==> src/rtl/joypad_pkg.sv <==
// Shared definitions for the joypad poller: FSM encoding, default timing
// constants, button bit positions and edge-mask helpers.
package joypad_pkg;

   typedef enum logic [1:0] {
      ST_IDLE  = 2'd0,
      ST_ISSUE = 2'd1,
      ST_BUSY  = 2'd2
   } state_t;

   // 60 Hz polling at 50 MHz, generous transaction timeout
   localparam int DEF_POLL_PERIOD = 833_333;
   localparam int DEF_TIMEOUT     = 2_000_000;
   localparam int DEF_FAIL_LIMIT  = 3;

   // Bit positions in the bridge's joypad byte (first bit shifted out at MSB)
   localparam int BTN_A      = 7;
   localparam int BTN_B      = 6;
   localparam int BTN_SELECT = 5;
   localparam int BTN_START  = 4;
   localparam int BTN_UP     = 3;
   localparam int BTN_DOWN   = 2;
   localparam int BTN_LEFT   = 1;
   localparam int BTN_RIGHT  = 0;

   // Buttons that went from released to held
   function automatic logic [7:0] rise_mask(input logic [7:0] old_b, input logic [7:0] new_b);
      return new_b & ~old_b;
   endfunction

   // Buttons that went from held to released
   function automatic logic [7:0] fall_mask(input logic [7:0] old_b, input logic [7:0] new_b);
      return old_b & ~new_b;
   endfunction

endpackage

==> src/rtl/tick_gen.sv <==
// Free-running period counter; emits a one-cycle tick on wrap while enabled.
module tick_gen
   import joypad_pkg::*;
#(
   parameter int PERIOD = DEF_POLL_PERIOD
)(
   input  logic clk,
   input  logic rst,
   input  logic enable,
   output logic tick
);

   localparam int CW = $clog2(PERIOD + 1);

   logic [CW-1:0] cnt;

   assign tick = enable && (cnt == CW'(PERIOD - 1));

   // Count 0..PERIOD-1; disabled holds the count at zero so re-enable starts a full period
   always_ff @(posedge clk or posedge rst) begin
      if (rst)
         cnt <= '0;
      else if (!enable || tick)
         cnt <= '0;
      else
         cnt <= cnt + CW'(1);
   end

endmodule

==> src/rtl/joypad_poller.sv <==
// Fixed-rate poll scheduler for the NES controller bridge: one transaction
// per period, timeout supervision, debounced connect state and edge masks.
module joypad_poller
   import joypad_pkg::*;
#(
   parameter int POLL_PERIOD = DEF_POLL_PERIOD,
   parameter int TIMEOUT     = DEF_TIMEOUT,
   parameter int FAIL_LIMIT  = DEF_FAIL_LIMIT
)(
   input  logic       clk,
   input  logic       rst,
   input  logic       enable,
   output logic       bridge_start,
   input  logic       bridge_ready,
   input  logic [7:0] bridge_joypad,
   input  logic       bridge_valid,
   output logic [7:0] buttons,
   output logic [7:0] pressed,
   output logic [7:0] released,
   output logic       update,
   output logic       connected
);

   localparam int TW = $clog2(TIMEOUT + 1);
   localparam int FW = $clog2(FAIL_LIMIT + 1);

   state_t        state;
   logic          tick;
   logic          pending;
   logic          seen_busy;
   logic [TW-1:0] to_cnt;
   logic [FW-1:0] fail_cnt;
   logic          complete;
   logic          timed_out;
   logic          poll_ok;
   logic          poll_fail;

   tick_gen #(.PERIOD(POLL_PERIOD)) u_tick (
      .clk    (clk),
      .rst    (rst),
      .enable (enable),
      .tick   (tick)
   );

   // Start only while the bridge is idle; a dropped enable cancels an unissued poll
   assign bridge_start = (state == ST_ISSUE) && bridge_ready && enable;

   // Completion needs the bridge to have gone busy first, so the ready level
   // seen right after start is not mistaken for the end of the transaction
   assign complete  = (state == ST_BUSY) && seen_busy && bridge_ready;
   assign timed_out = (state == ST_BUSY) && !complete && (to_cnt == TW'(TIMEOUT - 1));
   assign poll_ok   = complete && bridge_valid;
   assign poll_fail = (complete && !bridge_valid) || timed_out;

   // Poll request latch; extra ticks while one is waiting collapse into it
   always_ff @(posedge clk or posedge rst) begin
      if (rst)
         pending <= 1'b0;
      else if (!enable)
         pending <= 1'b0;
      else if (tick)
         pending <= 1'b1;
      else if (bridge_start)
         pending <= 1'b0;
   end

   // Transaction FSM plus registered result outputs
   always_ff @(posedge clk or posedge rst) begin
      if (rst) begin
         state     <= ST_IDLE;
         seen_busy <= 1'b0;
         to_cnt    <= '0;
         fail_cnt  <= '0;
         buttons   <= '0;
         pressed   <= '0;
         released  <= '0;
         update    <= 1'b0;
         connected <= 1'b0;
      end else begin
         pressed  <= '0;
         released <= '0;
         update   <= 1'b0;

         unique case (state)
            ST_IDLE: begin
               if (pending)
                  state <= ST_ISSUE;
            end
            ST_ISSUE: begin
               if (!enable) begin
                  state <= ST_IDLE;
               end else if (bridge_ready) begin
                  state     <= ST_BUSY;
                  to_cnt    <= '0;
                  seen_busy <= 1'b0;
               end
            end
            ST_BUSY: begin
               if (!bridge_ready)
                  seen_busy <= 1'b1;
               if (to_cnt != TW'(TIMEOUT))
                  to_cnt <= to_cnt + TW'(1);
               if (complete || timed_out)
                  state <= ST_IDLE;
            end
            default: state <= ST_IDLE;
         endcase

         if (poll_ok) begin
            buttons   <= bridge_joypad;
            pressed   <= rise_mask(buttons, bridge_joypad);
            released  <= fall_mask(buttons, bridge_joypad);
            update    <= 1'b1;
            fail_cnt  <= '0;
            connected <= 1'b1;
         end else if (poll_fail && (fail_cnt != FW'(FAIL_LIMIT))) begin
            fail_cnt <= fail_cnt + FW'(1);
            // Only the fail that reaches the limit disconnects and reports
            if (fail_cnt == FW'(FAIL_LIMIT - 1)) begin
               connected <= 1'b0;
               released  <= buttons;
               buttons   <= '0;
               update    <= 1'b1;
            end
         end
      end
   end

endmodule

==> config.mk <==
export PLATFORM = sky130hd
export DESIGN_NAME = joypad_poller
export DESIGN_NICKNAME = d
export VERILOG_FILES = /design/src/rtl/joypad_pkg.sv /design/src/rtl/tick_gen.sv /design/src/rtl/joypad_poller.sv
export SDC_FILE = /design/constraint.sdc
export NUM_CORES = 1
export LEC_CHECK = 0
export ABC_AREA = 1
export CAP_MARGIN = 20
export CORE_ASPECT_RATIO = 0.75
export CORE_MARGIN = 1.5
export CORE_UTILIZATION = 30
export DETAILED_ROUTE_END_ITERATION = 7
export PLACE_DENSITY = 0.55
export SLEW_MARGIN = 10
export SYNTH_ARGS = -nofsm -noshare
export SYNTH_HDL_FRONTEND = slang
export SYNTH_HIERARCHICAL = 1
export SYNTH_SLANG_ARGS = --single-unit
export TNS_END_PERCENT = 10
==> constraint.sdc <==
create_clock -name clk -period 1.9 [get_ports clk]
set_input_delay 0.285 -clock clk [delete_from_list [all_inputs] [get_ports clk]]
set_output_delay 0.285 -clock clk [all_outputs]
set_load 0.01 [all_outputs]
==> impl_metrics.env, run 1 <==
export IMPL_fin_ws_ns=0.131
export IMPL_tightest_slew_ns=0.559
export IMPL_vdd_ir_drop_worst_uv=617
export IMPL_maxCapViolations=0
export IMPL_synth_nets=510
export IMPL_synth_compound_area_share=0.0615
export IMPL_antenna_found_initial=0
export IMPL_die_h_um=101
export IMPL_grt_use_met1=0.231
export IMPL_status="finished, final reports clean"
export IMPL_busiest_layer="met1"
export IMPL_via_count=3334
export IMPL_grt_overflow=0
export IMPL_drt_iter0_drc=264
export IMPL_ioPinCount=40
export IMPL_max_freq_mhz=565
export IMPL_powerDensity_nw_per_um2=1060
export IMPL_cts_sinks=73
export IMPL_coreArea_um2=12400
export IMPL_startpoint="to_cnt[1]$_DFFE_PP0P_"
export IMPL_synth_seq_area_share=0.475
export IMPL_portBuffers=39
export IMPL_synth_xor_area_frac=0.0479
export IMPL_clockBufferDepth=2
export IMPL_hp_class="in -> async"
export IMPL_syn_area_per_cell_um2=7.83
export IMPL_die_area_um2=13500
export IMPL_cp_data_arrival_time_ns=1.99
export IMPL_crit_fanout=18
export IMPL_post_dp_cell_area_um2=4540
export IMPL_yosysWarnings=6
export IMPL_std_cell_rows=35
export IMPL_finalCritPeriodShare=0.931
export IMPL_post_route_util=0.393
export IMPL_synth_seq_cells=73
export IMPL_criticalPathCategory="reg -> reg"
export IMPL_cts_hold_buf=0
export IMPL_drt_wl_total_um=9270
export IMPL_fin_crit_ns=1.77
export IMPL_dpl_hpwl_um=6880
export IMPL_final_hold_viol_count=0
export IMPL_cts_tree="built"
export IMPL_rsz0062_at_grt="yes"
export IMPL_gp_congestion=0.896
export IMPL_grt_use_met3=0.0397
export IMPL_grtUsageMet2=0.199
export IMPL_cts_buffers=9
export IMPL_synth_top_family_by_area="simple AND/OR/NAND/NOR gates"
export IMPL_r2r_cells=10
export IMPL_r2r_setup_slack_ns=0.13
export IMPL_synth_mux_area_frac=0
export IMPL_wl_per_cell_um=12.9
export IMPL_critPathLaunchType="flip-flop"
export IMPL_drt_pre_antenna_iters=4
export IMPL_r2r_end="buttons[1]$_DFFE_PP0P_"
export IMPL_cp_cell_sequence="ha_4, nand3_4, clkinv_2, nand2_1, nor2_2, nand3_2, nand2_4, nand3_4, nand3_1, nand2_1"
export IMPL_drc=0
export IMPL_reg2reg_from="to_cnt[1]$_DFFE_PP0P_"
export IMPL_max_stage_delay_ns=0.44
export IMPL_worstSetupEndpointType="flip-flop"
export IMPL_initial_core_util=0.310
export IMPL_maxSlewHeadroom=0.624
export IMPL_synth_area_um2=3840
export IMPL_synthCells=491
export IMPL_fin_area_um2=4870
export IMPL_p_leak_nw=2.14
export IMPL_nets=567
export IMPL_yosys_area_share_adder=0.0195
export IMPL_final_layout_size_suffix_gt1_frac=0.103
export IMPL_vias_per_cell=4.64
export IMPL_fin_worst_skew_ns=0.00552
export IMPL_pre_cts_slack_ns=-0.105
export IMPL_critPathRequiredTime_ns=2.12
export IMPL_drtAntennaViolNets=0
export IMPL_postCtsSetupRepairBufs=0
export IMPL_final_setup_viol_count=0
export IMPL_clkLatencyLatePin_ns=0.33
export IMPL_synthToLayoutAreaGrowth_pct=26.7
export IMPL_ys_types=31
export IMPL_die_width_um=134
export IMPL_clock_tree_root_cell="clkbuf_16"
export IMPL_htreeDepth=3
export IMPL_path_clk_slew_ns=0.06
export IMPL_grt_total_usage=0.149
export IMPL_grt_pass1_wl_um=15800
export IMPL_antenna_cells=0
export IMPL_grt_pass1_vias=3090
export IMPL_crit_slowest_cell="dfrtp_1"
export IMPL_drv_slew=0
export IMPL_grt_max_degree=31
export IMPL_synth_simple_area_share=0.331
-- stage by stage --
stage	hold slack, ns	TNS (ns)	std cells	total power [W]
floorplan	0.249	0	491	0.00275
global placement	0.466	-0.0766	703	0.00330
detailed placement	0.474	-1.27	703	0.00334
CTS	0.348	0	719	0.00520
global route	0.389	-0.627	719	0.00549
finish	0.340	0	719	0.00515
-- critical path: cells and delay by family (launching register included) --
family                     cells  cell delay [ns]
adders and majority gates      1             0.18
buffers and inverters          1             0.11
and+or+nand+nor                8             0.93
DFF                            1             0.44
-- worst max-delay path by stage --
stage / end / slack, ns / cells after the start
6_report: buttons[1]$_DFFE_PP0P_ / 0.13 / 10
3_3_place_gp: bridge_start / -0.05 / 4
3_5_place_dp: buttons[5]$_DFFE_PP0P_ / -0.10 / 9
2_1_floorplan: connected$_DFFE_PP0P_ / 0.21 / 11
5_1_grt: buttons[1]$_DFFE_PP0P_ / -0.08 / 10
4_1_cts: buttons[5]$_DFFE_PP0P_ / 0.09 / 10
-- area by class of cell --
class	instances	area, µm²
inverters	52	196
multi-input cells	358	1780
repair buffers	54	539
clock buffers	10	229
flip-flops and latches	73	1830
fillers	1250	7520
well taps	166	208
clock inverters	6	90.1
-- cell usage after synthesis, drive strengths merged --
| library cell | number | area [µm²] |
|---|---|---|
| ha | 6 | 75.1 |
| o22ai | 5 | 31.3 |
| nor2 | 90 | 345 |
| a21o | 1 | 7.51 |
| inv | 51 | 191 |
| nand2 | 135 | 529 |
| nor3b | 1 | 12.5 |
| o21ai | 18 | 90.1 |
| clkinv | 1 | 5.00 |
| xnor2 | 5 | 43.8 |
| clkbuf | 1 | 3.75 |
| nand4 | 10 | 62.6 |
| dfrtp | 73 | 1830 |
| xor2 | 16 | 140 |
| nand3b | 2 | 15.0 |
| nand3 | 49 | 280 |
| a21oi | 14 | 100 |
| nor3 | 5 | 25.0 |
| buf | 7 | 50.0 |
| o21bai | 1 | 7.51 |
-- layer usage --
layer | share of wire | vias to the layer above
li1 | - | 1675
met1 | 0.54 | 1547
met2 | 0.39 | 104
met3 | 0.061 | 8
met4 | 0.0084 | 0
met5 | 0 | -
-- what timing repair did --
action                     4_1_cts  5_1_grt
resized for setup                2        3
pin swaps                        0        1
setup endpoints to repair        1       18
-- kinds of logic after synthesis --
family | after synthesis
AO/OA/AOI/OAI | 39
XOR/XNOR | 21
adder cells (fa/ha/maj) | 6
buffers and inverters | 60
flip-flops | 73
AND/OR/NAND/NOR | 292
-- placed cells by master, fill, tap and decap left out, types with 6 or more instances in the layout --
cell type,Yosys,layout
clkdlybuf4s50_1,0,38
nand2_1,130,130
a21oi_1,6,6
clkbuf_16,0,9
nand3_1,45,45
inv_1,49,48
a21oi_2,8,8
xor2_1,16,16
o21ai_0,17,16
nand4_1,10,10
nor2_1,87,86
buf_4,0,12
dfrtp_1,73,73
-- where the power goes --
part	leakage (nW)	internal, W	switching, W
clock	0.153	0.00116	0.000669
combinational	0.987	0.000551	0.000665
sequential	0.996	0.00181	0.000291
-- registers in the layout, summed over array words and instances (netlist names) --
| signal | count |
|---|---|
| buttons | 8 |
| connected | 1 |
| fail_cnt | 2 |
| pending | 1 |
| pressed | 8 |
| released | 8 |
| seen_busy | 1 |
| state | 2 |
| to_cnt | 21 |
| u_tick/cnt | 20 |
| update | 1 |
Power figures use the tool's default switching activity.
==> run 2, diff against run 1 <==
Settings changed: ABC_AREA 1 to 0, DONT_BUFFER_PORTS set to 1, PLACE_DENSITY 0.55 to 0.51.
==> impl_metrics.env, run 2 <==
export IMPL_yosysTopAreaCell="dfrtp_1"
export IMPL_final_hold_viol_count=20
export IMPL_ys_flop_type="dfrtp_1"
export IMPL_grt_pass1_wl_um=13200
export IMPL_cts_buffers=9
export IMPL_fin_tns_setup_ns=0
export IMPL_combPwrFrac=0.099
export IMPL_vdd_ir_drop_worst_uv=423
export IMPL_top_regs="to_cnt x21, u_tick/cnt x20"
export IMPL_nFillCells=1184
export IMPL_drt_wl_total_um=7690
export IMPL_fin_ws_ns=0.102
export IMPL_final_setup_viol_count=0
export IMPL_synth_top_area_share=0.512
export IMPL_worstSetupEndpointType="flip-flop"
export IMPL_die_h_um=97.4
export IMPL_coreArea_um2=11600
export IMPL_path_clk_slew_ns=0.06
export IMPL_drtAntennaViolNets=0
export IMPL_power_frac_clock=0.444
export IMPL_final_layout_size_suffix_gt1_frac=0.154
export IMPL_pre_cts_slack_ns=0.0685
export IMPL_yosysWarnings=6
export IMPL_finalCritPeriodShare=0.946
export IMPL_fin_crit_ns=1.80
export IMPL_wl_per_cell_um=13.8
export IMPL_max_freq_mhz=556
export IMPL_synthTopCellsByArea="dfrtp_1 (51%), nor2_1 (4.7%), xnor2_1 (4.7%)"
export IMPL_rsz0062_at_grt="no"
export IMPL_status="finished with violations"
export IMPL_grt_overflow=0
export IMPL_fin_worst_skew_ns=0.00796
export IMPL_synth_seq_cells=73
export IMPL_seqPwrFrac=0.457
export IMPL_drt_iter0_drc=178
export IMPL_layout_commonest_cell="dfrtp_1"
export IMPL_via_count=2738
export IMPL_critPathRequiredTime_ns=2.15
export IMPL_switching_share=0.261
export IMPL_synth_nets=379
export IMPL_cts_tree="built"
export IMPL_gp_congestion=0.750
export IMPL_initial_core_util=0.308
export IMPL_synth_area_um2=3560
export IMPL_criticalPathCategory="reg -> reg"
export IMPL_antenna_found_initial=0
export IMPL_synthTopCellsByCount="dfrtp_1 (73), nor2_1 (45), nand2_1 (26)"
export IMPL_largest_reg_flops=21
export IMPL_post_dp_cell_area_um2=3950
export IMPL_cp_data_arrival_time_ns=2.04
export IMPL_vias_per_cell=4.91
export IMPL_crit_fanout=17
export IMPL_drc=0
export IMPL_async_reset_ff_frac=1.00
export IMPL_largest_register="to_cnt"
export IMPL_cts_sinks=73
export IMPL_p_leak_nw=1.79
export IMPL_tightest_slew_ns=0.782
export IMPL_ioPinCount=40
export IMPL_maxSlewHeadroom=0.478
export IMPL_critPathLaunchType="flip-flop"
export IMPL_ys_types=51
export IMPL_synthCells=360
export IMPL_p_sw_w=0.00100
export IMPL_drv_slew=0
export IMPL_synth_edff_count=0
export IMPL_nets=410
export IMPL_grt_pass1_vias=2640
export IMPL_synthToLayoutAreaGrowth_pct=20.0
export IMPL_final_cell_mix="dfrtp_1 (72), nor2_1 (45), buf_4 (30), nand2_1 (26), inv_1 (21)"
export IMPL_drt_pre_antenna_iters=4
export IMPL_clkLatencyLatePin_ns=0.33
export IMPL_powerDensity_nw_per_um2=899
export IMPL_syn_area_per_cell_um2=9.90
export IMPL_fin_area_um2=4280
export IMPL_whs_ns=-0.0114
export IMPL_dpl_hpwl_um=5530
export IMPL_p_int_w=0.00284
export IMPL_antenna_cells=0
export IMPL_maxCapViolations=0
export IMPL_die_width_um=129
export IMPL_htreeDepth=3
export IMPL_synth_seq_area_share=0.512
export IMPL_grt_total_usage=0.133
export IMPL_clockBufferDepth=2
export IMPL_die_area_um2=12600
export IMPL_hp_class="in -> async"
export IMPL_std_cell_rows=34
export IMPL_portBuffers=0
export IMPL_violations="negative hold slack"
export IMPL_grt_max_degree=23
export IMPL_yosysMostFrequentCell="dfrtp_1"
export IMPL_clock_tree_root_cell="clkbuf_16"
export IMPL_design_power_total_w=0.00384
-- run 2: cell count changes after synthesis, moves of 12 or more --
cell,before,now
nand3_1,45,16
xor2_1,16,4
inv_1,49,22
nor2_1,87,45
nand2_1,130,26
xnor2_1,5,19
-- run 2: timing repair --
action	CTS	global route
setup endpoints to repair	0	22
setup buffers	0	0
endpoints found under the hold margin	20	0
gates resized for setup	0	3
hold buffers	1	0
-- run 2: area by class of cell --
| type | instances | area (µm²) | area share |
|---|---|---|---|
| repair buffers | 32 | 255 | 0.0597 |
| well taps | 162 | 203 | 0.0474 |
| clock buffers | 9 | 225 | 0.0527 |
| multi-input cells | 252 | 1600 | 0.374 |
| inverters | 23 | 86.3 | 0.0202 |
| clock inverters | 7 | 77.6 | 0.0181 |
| flip-flops and latches | 73 | 1830 | 0.427 |
-- run 2: path summary, 6_finish.rpt --
check | from | to | slack, ns | cells after the start
worst min-delay path | rst | u_tick/cnt[1]$_DFF_PP0_ | -0.01 | 1
max in group asynchronous | rst | state[0]$_DFFE_PP0P_ | 0.77 | 3
worst max-delay path | state[0]$_DFFE_PP0P_ | to_cnt[15]$_DFFE_PP0P_ | 0.10 | 4
worst max register to register | state[0]$_DFFE_PP0P_ | to_cnt[15]$_DFFE_PP0P_ | 0.10 | 4
min in group clk | bridge_joypad[2] | pressed[2]$_DFF_PP0_ | 0.10 | 2
worst min register to register | fail_cnt[0]$_DFFE_PP0P_ | fail_cnt[0]$_DFFE_PP0P_ | 0.52 | 1
-- run 2: cell families (layout without fill, tap and decap cells) --
logic type,after synthesis,in the layout,share of synthesized area
AND/OR/NAND/NOR,171,171,0.267
flip-flops,73,73,0.512
AO/OA/AOI/OAI,47,47,0.0849
buffers and inverters,35,71,0.0439
XOR/XNOR,23,23,0.0565
adder cells (fa/ha/maj),6,6,0.0211
multiplexers,5,5,0.0144
-- run 2: per-stage QoR --
step	hold WS (ns)	util	std cells
3_3_place_gp	0.221	0.341	541
6_report	-0.0114	0.370	558
4_1_cts	0.0208	0.368	558
2_1_floorplan	0.249	-	360
3_5_place_dp	0.232	0.341	541
5_1_grt	0.0451	0.370	558
-- run 2: power by group through the flow --
stage	Clock (W)	Sequential, W	Combinational (W)
after floorplan	0	0.00176	0.000255
after global placement	0	0.00178	0.000372
after detailed placement	0	0.00179	0.000376
after CTS	0.00176	0.00176	0.000382
after global routing	0.00183	0.00178	0.000430
final	0.00171	0.00176	0.000379
-- run 2: per-layer routing --
metal | part of all wire | track usage
met5 | 0 | 0
met4 | 0.0088 | 0.0380
met3 | 0.055 | 0.0374
met2 | 0.42 | 0.187
met1 | 0.51 | 0.197
-- run 2: worst max-delay path, cell delays in order, from the launching register on --
cell	delay, ns
dfrtp_2	0.47
nand2b_4	0.17
a211o_4	0.41
or4_1	0.52
a21oi_1	0.15
